==> src/rtl/vga_timing_radius_gen.sv <==
// ---------------------------------------------------------------------------
// vga_timing_radius_gen
//
// Purpose
//   Upstream stage of the VGA effect pipeline. Generates 640x480@60 raster
//   timing (800x525 total, 25.175 MHz pixel clock by default), the current
//   pixel coordinate, a completed-frame counter and line/frame strobes.
//   It also produces the exact squared distance of the current pixel from
//   a per-frame centre. The distance is built incrementally, with adders
//   only and no multiplier.
//
// Optional feature (compile-time macro)
//   VGA_TIMING_RADIUS_EN
//     defined   : centre latch, shift-add squaring FSM and incremental
//                 radius datapath are built.
//     undefined : that logic is omitted, r2_o is tied to 0 and cx_i/cy_i
//                 are ignored. Timing, strobes and frame_o are unchanged.
//
// Ports
//   clk           in   pixel clock
//   rst_n         in   asynchronous active-low reset
//   cx_i [9:0]    in   radius centre X, latched at the start of vblank
//   cy_i [9:0]    in   radius centre Y, latched at the start of vblank
//   hsync_o       out  active-low horizontal sync
//   vsync_o       out  active-low vertical sync
//   display_on_o  out  high inside the visible region
//   hpos_o [9:0]  out  current column
//   vpos_o [9:0]  out  current line
//   line_start_o  out  high while hpos == 0
//   frame_start_o out  high while hpos == 0 and vpos == 0
//   frame_o       out  completed-frame count, wraps modulo 2^FRAME_W
//   r2_o [20:0]   out  (hpos-cx)^2 + (vpos-cy)^2 while display_on, else 0
// ---------------------------------------------------------------------------
module vga_timing_radius_gen #(
    parameter int H_DISPLAY = 640,
    parameter int H_FRONT   = 16,
    parameter int H_SYNC    = 96,
    parameter int H_BACK    = 48,
    parameter int V_DISPLAY = 480,
    parameter int V_FRONT   = 10,
    parameter int V_SYNC    = 2,
    parameter int V_BACK    = 33,
    parameter int FRAME_W   = 12
) (
    input  logic               clk,
    input  logic               rst_n,
    input  logic [9:0]         cx_i,
    input  logic [9:0]         cy_i,
    output logic               hsync_o,
    output logic               vsync_o,
    output logic               display_on_o,
    output logic [9:0]         hpos_o,
    output logic [9:0]         vpos_o,
    output logic               line_start_o,
    output logic               frame_start_o,
    output logic [FRAME_W-1:0] frame_o,
    output logic [20:0]        r2_o
);

    localparam int H_TOTAL = H_DISPLAY + H_FRONT + H_SYNC + H_BACK;
    localparam int V_TOTAL = V_DISPLAY + V_FRONT + V_SYNC + V_BACK;

    // Sized copies of the decode thresholds so every compare is 10 bits wide.
    localparam logic [9:0] H_LAST     = 10'(H_TOTAL - 1);
    localparam logic [9:0] V_LAST     = 10'(V_TOTAL - 1);
    localparam logic [9:0] H_VIS      = 10'(H_DISPLAY);
    localparam logic [9:0] V_VIS      = 10'(V_DISPLAY);
    localparam logic [9:0] HS_FIRST   = 10'(H_DISPLAY + H_FRONT);
    localparam logic [9:0] HS_LAST    = 10'(H_DISPLAY + H_FRONT + H_SYNC - 1);
    localparam logic [9:0] VS_FIRST   = 10'(V_DISPLAY + V_FRONT);
    localparam logic [9:0] VS_LAST    = 10'(V_DISPLAY + V_FRONT + V_SYNC - 1);

    // -----------------------------------------------------------------------
    // Raster counters
    // -----------------------------------------------------------------------
    logic [9:0]         hpos_q, hpos_d;
    logic [9:0]         vpos_q, vpos_d;
    logic [FRAME_W-1:0] frame_q, frame_d;
    logic               h_last;
    logic               v_last;

    assign h_last = (hpos_q == H_LAST);
    assign v_last = (vpos_q == V_LAST);

    always_comb begin
        hpos_d  = h_last ? 10'd0 : hpos_q + 10'd1;
        vpos_d  = vpos_q;
        frame_d = frame_q;
        if (h_last) begin
            vpos_d = v_last ? 10'd0 : vpos_q + 10'd1;
            if (v_last) begin
                frame_d = frame_q + FRAME_W'(1);
            end
        end
    end

    always_ff @(posedge clk or negedge rst_n) begin
        if (!rst_n) begin
            hpos_q  <= '0;
            vpos_q  <= '0;
            frame_q <= '0;
        end else begin
            hpos_q  <= hpos_d;
            vpos_q  <= vpos_d;
            frame_q <= frame_d;
        end
    end

    // Decoded outputs come straight off the registered counters, so they are
    // aligned with hpos_o/vpos_o in the same cycle.
    assign hpos_o        = hpos_q;
    assign vpos_o        = vpos_q;
    assign frame_o       = frame_q;
    assign hsync_o       = !((hpos_q >= HS_FIRST) && (hpos_q <= HS_LAST));
    assign vsync_o       = !((vpos_q >= VS_FIRST) && (vpos_q <= VS_LAST));
    assign display_on_o  = (hpos_q < H_VIS) && (vpos_q < V_VIS);
    assign line_start_o  = (hpos_q == 10'd0);
    assign frame_start_o = (hpos_q == 10'd0) && (vpos_q == 10'd0);

`ifdef VGA_TIMING_RADIUS_EN
    // -----------------------------------------------------------------------
    // Centre latch and shift-add squaring
    // -----------------------------------------------------------------------
    typedef enum logic [1:0] {
        IDLE,
        SQ_X,
        SQ_Y,
        DONE
    } sq_state_e;

    sq_state_e   sq_state_q, sq_state_d;
    logic [9:0]  cxl_q, cxl_d;
    logic [9:0]  cyl_q, cyl_d;
    logic [19:0] cx2_q, cx2_d;
    logic [19:0] cy2_q, cy2_d;
    logic [19:0] sq_acc_q, sq_acc_d;
    logic [3:0]  sq_cnt_q, sq_cnt_d;
    logic [9:0]  sq_op;
    logic [19:0] sq_term;
    logic [19:0] sq_sum;
    logic        latch_now;

    // First line of vblank: the visible frame has just ended, so the new
    // centre and its squares have the whole blanking interval to settle.
    assign latch_now = (hpos_q == 10'd0) && (vpos_q == V_VIS);

    // One partial product per step: add op << k when bit k of op is set.
    assign sq_op   = (sq_state_q == SQ_Y) ? cyl_q : cxl_q;
    assign sq_term = sq_op[sq_cnt_q] ? ({10'd0, sq_op} << sq_cnt_q) : 20'd0;
    assign sq_sum  = sq_acc_q + sq_term;

    always_comb begin
        sq_state_d = sq_state_q;
        cxl_d      = cxl_q;
        cyl_d      = cyl_q;
        cx2_d      = cx2_q;
        cy2_d      = cy2_q;
        sq_acc_d   = sq_acc_q;
        sq_cnt_d   = sq_cnt_q;

        if (latch_now) begin
            cxl_d = cx_i;
            cyl_d = cy_i;
        end

        case (sq_state_q)
            IDLE: begin
                if (latch_now) begin
                    sq_state_d = SQ_X;
                    sq_acc_d   = '0;
                    sq_cnt_d   = '0;
                end
            end
            SQ_X: begin
                if (sq_cnt_q == 4'd9) begin
                    cx2_d      = sq_sum;
                    sq_acc_d   = '0;
                    sq_cnt_d   = '0;
                    sq_state_d = SQ_Y;
                end else begin
                    sq_acc_d = sq_sum;
                    sq_cnt_d = sq_cnt_q + 4'd1;
                end
            end
            SQ_Y: begin
                if (sq_cnt_q == 4'd9) begin
                    cy2_d      = sq_sum;
                    sq_acc_d   = '0;
                    sq_cnt_d   = '0;
                    sq_state_d = DONE;
                end else begin
                    sq_acc_d = sq_sum;
                    sq_cnt_d = sq_cnt_q + 4'd1;
                end
            end
            DONE: begin
                sq_state_d = IDLE;
            end
            default: begin
                sq_state_d = IDLE;
            end
        endcase
    end

    // -----------------------------------------------------------------------
    // Incremental radius: (d+1)^2 = d^2 + (2d+1). dx/dy are 11-bit two's
    // complement; {d, 1'b1} is exactly 2d+1 as a 12-bit signed value, which
    // is sign-extended to 21 bits. The running squares stay non-negative, so
    // modulo-2^21 addition gives the exact result.
    // -----------------------------------------------------------------------
    logic [10:0] dx_q, dx_d;
    logic [10:0] dy_q, dy_d;
    logic [20:0] dx2_q, dx2_d;
    logic [20:0] dy2_q, dy2_d;
    logic [20:0] dx_step;
    logic [20:0] dy_step;

    assign dx_step = {{9{dx_q[10]}}, dx_q, 1'b1};
    assign dy_step = {{9{dy_q[10]}}, dy_q, 1'b1};

    always_comb begin
        dx_d  = dx_q;
        dx2_d = dx2_q;
        dy_d  = dy_q;
        dy2_d = dy2_q;
        if (h_last) begin
            // The next pixel is column 0, so reload dx = -cxl.
            dx2_d = {1'b0, cx2_q};
            dx_d  = 11'd0 - {1'b0, cxl_q};
            if (v_last) begin
                dy2_d = {1'b0, cy2_q};
                dy_d  = 11'd0 - {1'b0, cyl_q};
            end else begin
                dy2_d = dy2_q + dy_step;
                dy_d  = dy_q + 11'd1;
            end
        end else begin
            dx2_d = dx2_q + dx_step;
            dx_d  = dx_q + 11'd1;
        end
    end

    always_ff @(posedge clk or negedge rst_n) begin
        if (!rst_n) begin
            sq_state_q <= IDLE;
            cxl_q      <= '0;
            cyl_q      <= '0;
            cx2_q      <= '0;
            cy2_q      <= '0;
            sq_acc_q   <= '0;
            sq_cnt_q   <= '0;
            dx_q       <= '0;
            dy_q       <= '0;
            dx2_q      <= '0;
            dy2_q      <= '0;
        end else begin
            sq_state_q <= sq_state_d;
            cxl_q      <= cxl_d;
            cyl_q      <= cyl_d;
            cx2_q      <= cx2_d;
            cy2_q      <= cy2_d;
            sq_acc_q   <= sq_acc_d;
            sq_cnt_q   <= sq_cnt_d;
            dx_q       <= dx_d;
            dy_q       <= dy_d;
            dx2_q      <= dx2_d;
            dy2_q      <= dy2_d;
        end
    end

    assign r2_o = display_on_o ? (dx2_q + dy2_q) : 21'd0;
`else
    // Radius logic not built: centre inputs are intentionally ignored.
    logic unused_centre;
    assign unused_centre = ^{cx_i, cy_i};
    assign r2_o          = '0;
`endif

endmodule

==> config.mk <==
export PLATFORM = sky130hd
export DESIGN_NAME = vga_timing_radius_gen
export DESIGN_NICKNAME = d
export VERILOG_FILES = /design/src/rtl/vga_timing_radius_gen.sv
export SDC_FILE = /design/constraint.sdc
export NUM_CORES = 1
export LEC_CHECK = 0
export ABC_AREA = 1
export CORE_UTILIZATION = 49
export CTS_BUF_LIST = sky130_fd_sc_hd__clkbuf_4 sky130_fd_sc_hd__clkbuf_8
export DETAILED_ROUTE_END_ITERATION = 10
export GPL_TIMING_DRIVEN = 0
export PLACE_DENSITY = 0.88
export SLEW_MARGIN = 15
export SYNTH_ARGS = -nofsm -noshare
export SYNTH_HDL_FRONTEND = slang
export SYNTH_SLANG_ARGS = --single-unit
==> constraint.sdc <==
create_clock -name clk -period 3.6 [get_ports clk]
set_input_delay 0.36 -clock clk [delete_from_list [all_inputs] [get_ports clk]]
set_output_delay 0.36 -clock clk [all_outputs]
set_load 0.1 [all_outputs]
==> results of run 1 <==
## cell type report
cell class | count | area share, %
plain buffers | 24 | 6.636
clock buffers | 6 | 2.831
clock inverters | 2 | 1.299
inverters | 29 | 4.037
multi-input cells | 207 | 39.26
flip-flops and latches | 32 | 29.70
well taps | 50 | 2.320
repair buffers | 38 | 13.92
## Yosys cell counts (all sizes together)
library cell / instances / area, um2
a21oi: 4 / 20.02
buf: 24 / 178.9
conb: 1 / 3.750
dfrtp: 32 / 800.8
ha: 6 / 75.07
inv: 29 / 108.9
nand2: 74 / 280.3
nand3: 16 / 80.08
nand3b: 2 / 18.77
nand4: 9 / 71.32
nor2: 34 / 152.7
nor3: 6 / 30.03
nor4: 2 / 12.51
o211ai: 2 / 15.01
o21ai: 16 / 80.07
xnor2: 4 / 35.03
xor2: 11 / 96.34
## power by group
group | leakage, nW | total, mW | switching, mW | internal [mW]
registers | 0.433 | 0.359 | 0 | 0.359
clock network | 0.0586 | 0.347 | 0.134 | 0.213
logic | 0.776 | 0.120 | 0.104 | 0.0160
total | 1.27 | 0.826 | 0.238 | 0.588
## path summary, 6_finish.rpt
path | endpoint
worst max-delay path | frame_start_o
worst min-delay path | frame_o[5]$_DFFE_PN0P_
worst max register to register | frame_o[11]$_DFFE_PN0P_
worst min register to register | hpos_o[2]$_DFF_PN0_
max in group asynchronous | vpos_o[7]$_DFFE_PN0N_
min in group clk | hpos_o[2]$_DFF_PN0_
## per-stage QoR
step,setup TNS (ns),power (mW)
after floorplan,-0.02883,0.4788
after global placement,0,0.4870
after detailed placement,0,0.4864
after CTS,0,0.8317
after global routing,0,0.8567
final,0,0.8264
## registers in the layout (all words and copies together), names as in the netlist
name     flops
frame_o     12
hpos_o      10
vpos_o      10
## worst register-to-register path: stages (launching register included)
cell and delay (ns):
dfrtp_1 0.46, inv_1 0.17, ha_1 0.17, inv_1 0.04, nor2_1 0.19, nand4_4 0.20
nor2_4 0.25, buf_6 0.17, o21ai_0 0.10
## metal layers
metal | GRT usage (%) | wire length [um]
met1 | 28.48 | 1896
met3 | 5.479 | 269
met4 | 8.777 | 59
met2 | 36.74 | 2199
met5 | 0 | 0
## cells in the final DEF (no fill, tap or decap), types with 5 or more instances in the layout
cell / netlist / routed
nor3_1: 6 / 6
buf_4: 21 / 21
nand4_1: 8 / 8
o21ai_0: 15 / 15
nand3_1: 16 / 16
inv_1: 28 / 28
clkdlybuf4s50_1: 0 / 37
xor2_1: 11 / 11
dfrtp_1: 32 / 32
nand2_1: 73 / 73
clkbuf_8: 0 / 5
conb_1: 1 / 21
nor2_1: 30 / 30
ha_1: 6 / 6
## logic make-up (layout without fill, tap and decap cells)
logic type                 count (synthesis)  after routing  share of synthesized area [%]
adders and majority gates                  6              6                          3.645
AOI/OAI and AO/OA                         22             22                          5.589
other                                      1             21                         0.1821
DFF                                       32             32                          38.88
xor gates and xnor gates                  15             15                          6.379
and+or+nand+nor                          143            143                          31.35
buffers and inverters                     53             99                          13.97
==> qor.yml, run 1 <==
status: "complete, no violations"
start_kind: "register"
worstSetupEndpointType: "output pin"
multi_input_area_um2: 1059
critPathBufInv: 3
worst_slack_ns: 0.3370
cp_common_cell: "inv_1"
clk_latency_ns: 0.29
yosysSeqAreaShare_pct: 38.88
final_util_pct: 66.93
h-tree-depth: 2
critPathSlowestCell: "clkdlybuf4s50_1"
drc: 0
arrival_ns: 2.90
finalClockSkew_ns: 0.005658
max_stage_delay_ns: 1.18
final_cells: 388
avgViaCountPerCell: 4.832
worstPathMaxFanout: 7
synth_cell_types: 26
ant_nets: 0
clock-sinks: 32
dpl_worst_slack_ns: 0.6482
hold_violations: 0
root_buffer: "clkbuf_8"
syn-cell-area_um2: 2059
drtPass1Iterations: 4
vias: 1875
fin_crit_ns: 3.263
path_class: "reg2out"
rrSetupSlack_ns: 1.72
drive_gt1_share_pct: 12.72
tightest_slew_ns: 0.9804
regArea_um2: 800.8
grt_pass1_vias: 1631
drv_cap: 0
cts_setup_buffers: 0
cts_buffers: 5
nets: 365
cts_resized: 0
synth_cells: 272
wirelength_um: 4424
cts.clk_slew.worst_paths_ns: 0.07
rsz0062_at_grt: "no"
period_share_pct: 90.64
hp-class: "in2async"
fmax_mhz: 306.5
drv_slew: 0
grt_usage_pct: 22.54
timing.rr.start: "vpos_o[0]$_DFFE_PN0N_"
crit_cells: 7
io_pins: 80
clockBufferDepth: 2
wl_per_cell_um: 11.40
rows: 23
detail_route.iter0.violations: 102
synth_warnings: 0
synth_area_per_cell_um2: 7.572
whs_ns: 0.1151
antenna_cells: 0
die_height_um: 66.83
crit_chain: "inv_1, ha_1, inv_1, nor2_1, nand3_1, nor4_2, clkdlybuf4s50_1"
dieWidth_um: 66.83
synth-seq-cells: 32
stdcell_area_um2: 2696
die_area_um2: 4466
grt-ovfl-total: 0
syn_to_final_growth_pct: 30.92
ctsHoldBuffers: 0
crit_family: "buffers and inverters"
grt_pass1_wl_um: 7410
finalSetupViolCount: 0
dpl_cell_area_um2: 2585
p_leak_nw: 1.267
grt_max_degree: 33
ir_worst_vdd_mv: 0.2013
antenna_found_initial: 0
fillers: 349
p_per_area_nw_per_um2: 306.5
crit_required_ns: 3.24
initial_core_util_pct: 51.12
port_buffers: 38
core_area_um2: 4029
setup.worst_path.start: "vpos_o[0]$_DFFE_PN0N_"
cts_tree: "built"
place_inst: 380
place_hpwl_um: 3280
max_slew_margin_pct: 34.44
reg2reg_depth: 8
finalWeightedCongestion: 0.9010
Note: power is estimated with default switching activity, not from simulation.
==> run 2, diff against run 1 <==
--- a/config.mk
+++ b/config.mk
@@ -10,7 +10,7 @@
 export CTS_BUF_LIST = sky130_fd_sc_hd__clkbuf_4 sky130_fd_sc_hd__clkbuf_8
 export DETAILED_ROUTE_END_ITERATION = 10
 export GPL_TIMING_DRIVEN = 0
-export PLACE_DENSITY = 0.88
+export PLACE_DENSITY_LB_ADDON = 0.1
 export SLEW_MARGIN = 15
 export SYNTH_ARGS = -nofsm -noshare
 export SYNTH_HDL_FRONTEND = slang
==> run 2 against run 1 <==
Total power fell by 9.1%. Via count is 0.27% lower. Worst setup slack got worse by 0.015 ns. Cell count decreased by 0.26%. Global-route usage up 0.44 points. Sequential cell count unchanged. Sequential share of layout area is 0.33 points higher. Final area is 1.1% lower. Maximum frequency shrank 0.46%. First-iteration DRC count fell by 2.0%. Critical endpoint unchanged. Largest cell class unchanged.
==> qor.yml, run 2 (synthesis results as in run 1) <==
place_hpwl_um: 3263  # was 3280 um
rows: 23  # unchanged
die_area_um2: 4466  # unchanged
rsz0062_at_grt: "no"  # unchanged
detail_route.iter0.violations: 100  # was 102
drv_slew: 0  # unchanged
drtPass1Iterations: 5  # was 4
final_util_pct: 66.18  # was 66.93%
cts_tree: "built"  # unchanged
p_seq_share_pct: 47.8  # was 43.5%
fmax_mhz: 305.0  # was 306.5 MHz
cts.clk_slew.worst_paths_ns: 0.07  # about the same
crit_chain: "inv_1, ha_1, inv_1, nor2_1, nand3_1, nor4_2, clkdlybuf4s50_1"  # unchanged
port_buffers: 38  # unchanged
antenna_cells: 0  # unchanged
hold_violations: 0  # unchanged
clock-sinks: 32  # unchanged
worstSetupEndpointType: "output pin"  # unchanged
tightest_slew_ns: 0.9746  # was 0.9804 ns
hp-class: "in2async"  # unchanged
wl_per_cell_um: 11.55  # was 11.40 um
crit_required_ns: 3.24  # about the same
p_sw_share_pct: 31.57  # was 28.82%
grt_max_degree: 33  # unchanged
avgViaCountPerCell: 4.832  # about the same
cts_buffers: 5  # unchanged
final_common_cell: "nand2_1"  # unchanged
vias: 1870  # was 1875
drv_cap: 0  # unchanged
clk_latency_ns: 0.29  # about the same
ant_nets: 0  # unchanged
combPwrFrac_pct: 16.0  # was 14.5%
place_inst: 380  # unchanged
arrival_ns: 2.92  # was 2.90 ns
finalClockSkew_ns: 0.005266  # was 0.005658 ns
die_height_um: 66.83  # unchanged
finalWeightedCongestion: 0.8176  # was 0.9010
core_area_um2: 4029  # unchanged
cp_common_cell: "inv_1"  # unchanged
h-tree-depth: 2  # unchanged
dieWidth_um: 66.83  # unchanged
final_cells: 387  # was 388
cts_resized: 0  # unchanged
worstPathMaxFanout: 7  # unchanged
regArea_um2: 800.8  # unchanged
syn_to_final_growth_pct: 29.47  # was 30.92%
wirelength_um: 4471  # was 4424 um
max_stage_delay_ns: 1.18  # about the same
start_kind: "register"  # unchanged
drive_gt1_share_pct: 12.46  # was 12.72%
finalSetupViolCount: 0  # unchanged
fin_crit_ns: 3.278  # was 3.263 ns
drc: 0  # unchanged
p_total_uw: 751.6  # was 826.4 uW
ctsHoldBuffers: 0  # unchanged
critPathSlowestCell: "clkdlybuf4s50_1"  # unchanged
root_buffer: "clkbuf_8"  # unchanged
p_switching_uw: 237.3  # was 238.2 uW
grt-ovfl-total: 0  # unchanged
antenna_found_initial: 0  # unchanged
cts_setup_buffers: 0  # unchanged
p_int_uw: 514.3  # was 588.2 uW
final_cell_mix: "73 x nand2_1, 37 x clkdlybuf4s50_1, 32 x dfrtp_1"  # unchanged
ir_worst_vdd_mv: 0.2356  # was 0.2013 mV
path_class: "reg2out"  # unchanged
p_per_area_nw_per_um2: 281.9  # was 306.5 nW/um2
grt_pass1_wl_um: 7583  # was 7410 um
io_pins: 80  # unchanged
fillers: 386  # was 349
status: "complete, no violations"  # unchanged
clockBufferDepth: 2  # unchanged
multi_input_area_um2: 1059  # unchanged
nets: 365  # unchanged
max_slew_margin_pct: 34.82  # was 34.44%
initial_core_util_pct: 51.12  # unchanged
p_leak_nw: 1.253  # was 1.267 nW
p_clk_share_pct: 36.2  # was 42.0%
largest_reg_flops: 12  # unchanged
grt_pass1_vias: 1676  # was 1631
grt_usage_pct: 22.98  # was 22.54%
period_share_pct: 91.06  # was 90.64%
-- run 2: path summary, 6_finish.rpt --
kind                                  startpoint                      to  slack, ns  cells past startpoint
min                                        rst_n   vpos_o[7]$_DFFE_PN0N_       0.13                      1
max reg2reg                vpos_o[0]$_DFFE_PN0N_  frame_o[7]$_DFFE_PN0P_       1.73                      8
max                        vpos_o[0]$_DFFE_PN0N_           frame_start_o       0.32                      7
min in group clk             hpos_o[0]$_DFF_PN0_     hpos_o[0]$_DFF_PN0_       0.54                      1
max in group asynchronous                  rst_n   vpos_o[9]$_DFFE_PN0N_       3.01                      1
min reg2reg                  hpos_o[0]$_DFF_PN0_     hpos_o[0]$_DFF_PN0_       0.54                      1
-- run 2: per-stage QoR --
step / area [um2] / hold WS, ns / setup slack (ns) / TNS [ns]
2_1_floorplan: 2147 / 0.06441 / -0.02883 / -0.02883
3_3_place_gp: 2590 / 0.5248 / 0.6438 / 0
3_5_place_dp: 2585 / 0.4592 / 0.6492 / 0
4_1_cts: 2666 / 0.1498 / 0.3083 / 0
5_1_grt: 2666 / 0.1888 / 0.1279 / 0
6_report: 2666 / 0.1312 / 0.3218 / 0
-- run 2: final cells by class --
cell class | count | area share, %
buffer | 24 | 6.710
multi-input combinational | 207 | 39.70
clock inverter | 1 | 0.1877
inverter | 29 | 4.083
tap | 50 | 2.346
timing repair buffer | 38 | 14.08
clock buffer | 6 | 2.863
sequential | 32 | 30.03
-- run 2: power by group through the flow --
| stage | combinational, mW | clock, mW | sequential (mW) |
|---|---|---|---|
| floorplan | 0.112 | 0 | 0.366 |
| detailed placement | 0.120 | 0 | 0.366 |
| global placement | 0.121 | 0 | 0.366 |
| CTS | 0.120 | 0.278 | 0.359 |
| global route | 0.126 | 0.294 | 0.359 |
| finish | 0.120 | 0.272 | 0.360 |
-- run 2: worst max-delay path, delay by kind of cell, from the launching register on --
| family | cells | cell delay, ns |
|---|---|---|
| AND/OR/NAND/NOR | 3 | 0.61 |
| adder cells (fa/ha/maj) | 1 | 0.17 |
| flip-flops | 1 | 0.46 |
| buffers and inverters | 3 | 1.39 |
-- run 2: metal layers --
| metal | GRT usage [%] | part of all wire, % | up-vias |
|---|---|---|---|
| met3 | 5.308 | 5.0 | 7 |
| met1 | 29.32 | 47 | 858 |
| met4 | 8.777 | 1.8 | 0 |
| li1 | - | - | 951 |
| met2 | 37.37 | 46 | 54 |
| met5 | 0 | 0 | - |
==> run 3, diff against run 2 <==
--- a/config.mk
+++ b/config.mk
@@ -7,8 +7,9 @@
 export LEC_CHECK = 0
 export ABC_AREA = 1
 export CORE_UTILIZATION = 49
-export CTS_BUF_LIST = sky130_fd_sc_hd__clkbuf_4 sky130_fd_sc_hd__clkbuf_8
+export CTS_BUF_LIST = sky130_fd_sc_hd__clkbuf_8
 export DETAILED_ROUTE_END_ITERATION = 10
+export GPL_ROUTABILITY_DRIVEN = 0
 export GPL_TIMING_DRIVEN = 0
 export PLACE_DENSITY_LB_ADDON = 0.1
 export SLEW_MARGIN = 15
==> run 3 against run 2 <==
Register-to-register slack is essentially flat. Clock skew shrank 0.00085 ns. Maximum frequency grew 0.27%. Die area is the same. Sequential share of layout area is essentially flat. Clock power shrank 4%. First-iteration DRC count is the same.
==> qor.yml, run 3 (synthesis results as in run 1) <==
h-tree-depth: 2  # unchanged
ir_worst_vdd_mv: 0.2354  # was 0.2356 mV
port_buffers: 38  # unchanged
cts_tree: "built"  # unchanged
cts.clk_slew.worst_paths_ns: 0.07  # about the same
timing.rr.start: "vpos_o[0]$_DFFE_PN0N_"  # unchanged
period_share_pct: 90.82  # was 91.06%
largest_reg_flops: 12  # unchanged
cts_resized: 0  # unchanged
wl_per_cell_um: 11.51  # was 11.55 um
start_kind: "register"  # unchanged
fmax_mhz: 305.9  # was 305.0 MHz
final_cell_mix: "73 x nand2_1, 37 x clkdlybuf4s50_1, 32 x dfrtp_1"  # unchanged
nets: 365  # unchanged
avgViaCountPerCell: 4.881  # was 4.832
grt_pass1_vias: 1672  # was 1676
cts_buffers: 5  # unchanged
ant_nets: 0  # unchanged
arrival_ns: 2.91  # was 2.92 ns
clockBufferDepth: 2  # unchanged
p_leak_nw: 1.254  # was 1.253 nW
crit_required_ns: 3.24  # about the same
drv_slew: 0  # unchanged
grt-ovfl-total: 0  # unchanged
tightest_slew_ns: 0.9746  # about the same
max_slew_margin_pct: 34.82  # about the same
setup.worst_path.start: "vpos_o[0]$_DFFE_PN0N_"  # unchanged
die_area_um2: 4466  # unchanged
ctsHoldBuffers: 0  # unchanged
fin_crit_ns: 3.269  # was 3.278 ns
clk_latency_ns: 0.29  # about the same
vias: 1889  # was 1870
worstPathMaxFanout: 7  # unchanged
stdcell_area_um2: 2663  # was 2666 um2
detail_route.iter0.violations: 100  # unchanged
antenna_cells: 0  # unchanged
wirelength_um: 4455  # was 4471 um
worst_slack_ns: 0.3306  # was 0.3218 ns
place_hpwl_um: 3263  # unchanged
final_common_cell: "nand2_1"  # unchanged
fillers: 387  # was 386
path_class: "reg2out"  # unchanged
status: "complete, no violations"  # unchanged
p_per_area_nw_per_um2: 278.1  # was 281.9 nW/um2
final_util_pct: 66.09  # was 66.18%
root_buffer: "clkbuf_8"  # unchanged
drc: 0  # unchanged
hp-class: "in2async"  # unchanged
hold_violations: 0  # unchanged
drv_cap: 0  # unchanged
core_area_um2: 4029  # unchanged
dieWidth_um: 66.83  # unchanged
dpl_cell_area_um2: 2585  # unchanged
clock-sinks: 32  # unchanged
worstSetupEndpointType: "output pin"  # unchanged
drtPass1Iterations: 4  # was 5
finalSetupViolCount: 0  # unchanged
initial_core_util_pct: 51.12  # unchanged
finalClockSkew_ns: 0.004413  # was 0.005266 ns
cts_setup_buffers: 0  # unchanged
rsz0062_at_grt: "no"  # unchanged
grt_max_degree: 33  # unchanged
grt_usage_pct: 22.98  # unchanged
io_pins: 80  # unchanged
rows: 23  # unchanged
die_height_um: 66.83  # unchanged
antenna_found_initial: 0  # unchanged
dpl_worst_slack_ns: 0.6492  # unchanged
syn_to_final_growth_pct: 29.28  # was 29.47%
drive_gt1_share_pct: 12.17  # was 12.46%
grt_pass1_wl_um: 7583  # unchanged
## run 3: cell types whose count changed in the layout (fill, tap and decap cells not counted)
cell,before,now
clkbuf_4,1,0
inv_1,28,29
## run 3: report_power, final
group	leakage (nW)	switching (mW)	internal (mW)
Sequential	0.433	0	0.360
Clock	0.0452	0.132	0.128
Combinational	0.776	0.104	0.0160
Total	1.25	0.236	0.504
## run 3: final cells by class
type / count / area [um2] / share of cell area (%)
tap: 50 / 62.56 / 2.350
inverter: 29 / 108.9 / 4.088
clock inverter: 2 / 8.758 / 0.3289
multi-input combinational: 207 / 1059 / 39.76
buffer: 24 / 178.9 / 6.720
sequential: 32 / 800.8 / 30.08
timing repair buffer: 38 / 375.4 / 14.10
clock buffer: 5 / 68.82 / 2.585
## run 3: worst paths after layout
| check | cells past startpoint | end | slack (ns) |
|---|---|---|---|
| min in group clk | 1 | hpos_o[0]$_DFF_PN0_ | 0.54 |
| max reg2reg | 8 | frame_o[7]$_DFFE_PN0P_ | 1.72 |
| max | 7 | frame_start_o | 0.33 |
| max in group asynchronous | 1 | vpos_o[9]$_DFFE_PN0N_ | 3.01 |
| min | 1 | frame_o[6]$_DFFE_PN0P_ | 0.13 |
| min reg2reg | 1 | hpos_o[0]$_DFF_PN0_ | 0.54 |
## run 3: layer usage
| metal | vias to the layer above | routed length (um) | track usage [%] |
|---|---|---|---|
| met4 | 0 | 82 | 8.777 |
| met2 | 66 | 2028 | 37.37 |
| met5 | - | 0 | 0 |
| met3 | 7 | 255 | 5.308 |
| li1 | 954 | - | - |
| met1 | 862 | 2088 | 29.32 |
## run 3: stage by stage
step | hold WS [ns] | instances | TNS, ns | power, mW
finish | 0.1331 | 387 | 0 | 0.7403
global route | 0.1884 | 387 | 0 | 0.7688
CTS | 0.1496 | 387 | 0 | 0.7470
detailed placement | 0.4592 | 380 | 0 | 0.4866
global placement | 0.5248 | 380 | 0 | 0.4873
floorplan | 0.06441 | 292 | -0.02883 | 0.4788
## run 3: worst max-delay path, stage by stage (launching register included)
cell	delay (ns)
dfrtp_1	0.46
inv_1	0.17
ha_1	0.17
inv_1	0.04
nor2_1	0.19
nand3_1	0.16
nor4_2	0.26
clkdlybuf4s50_1	1.18
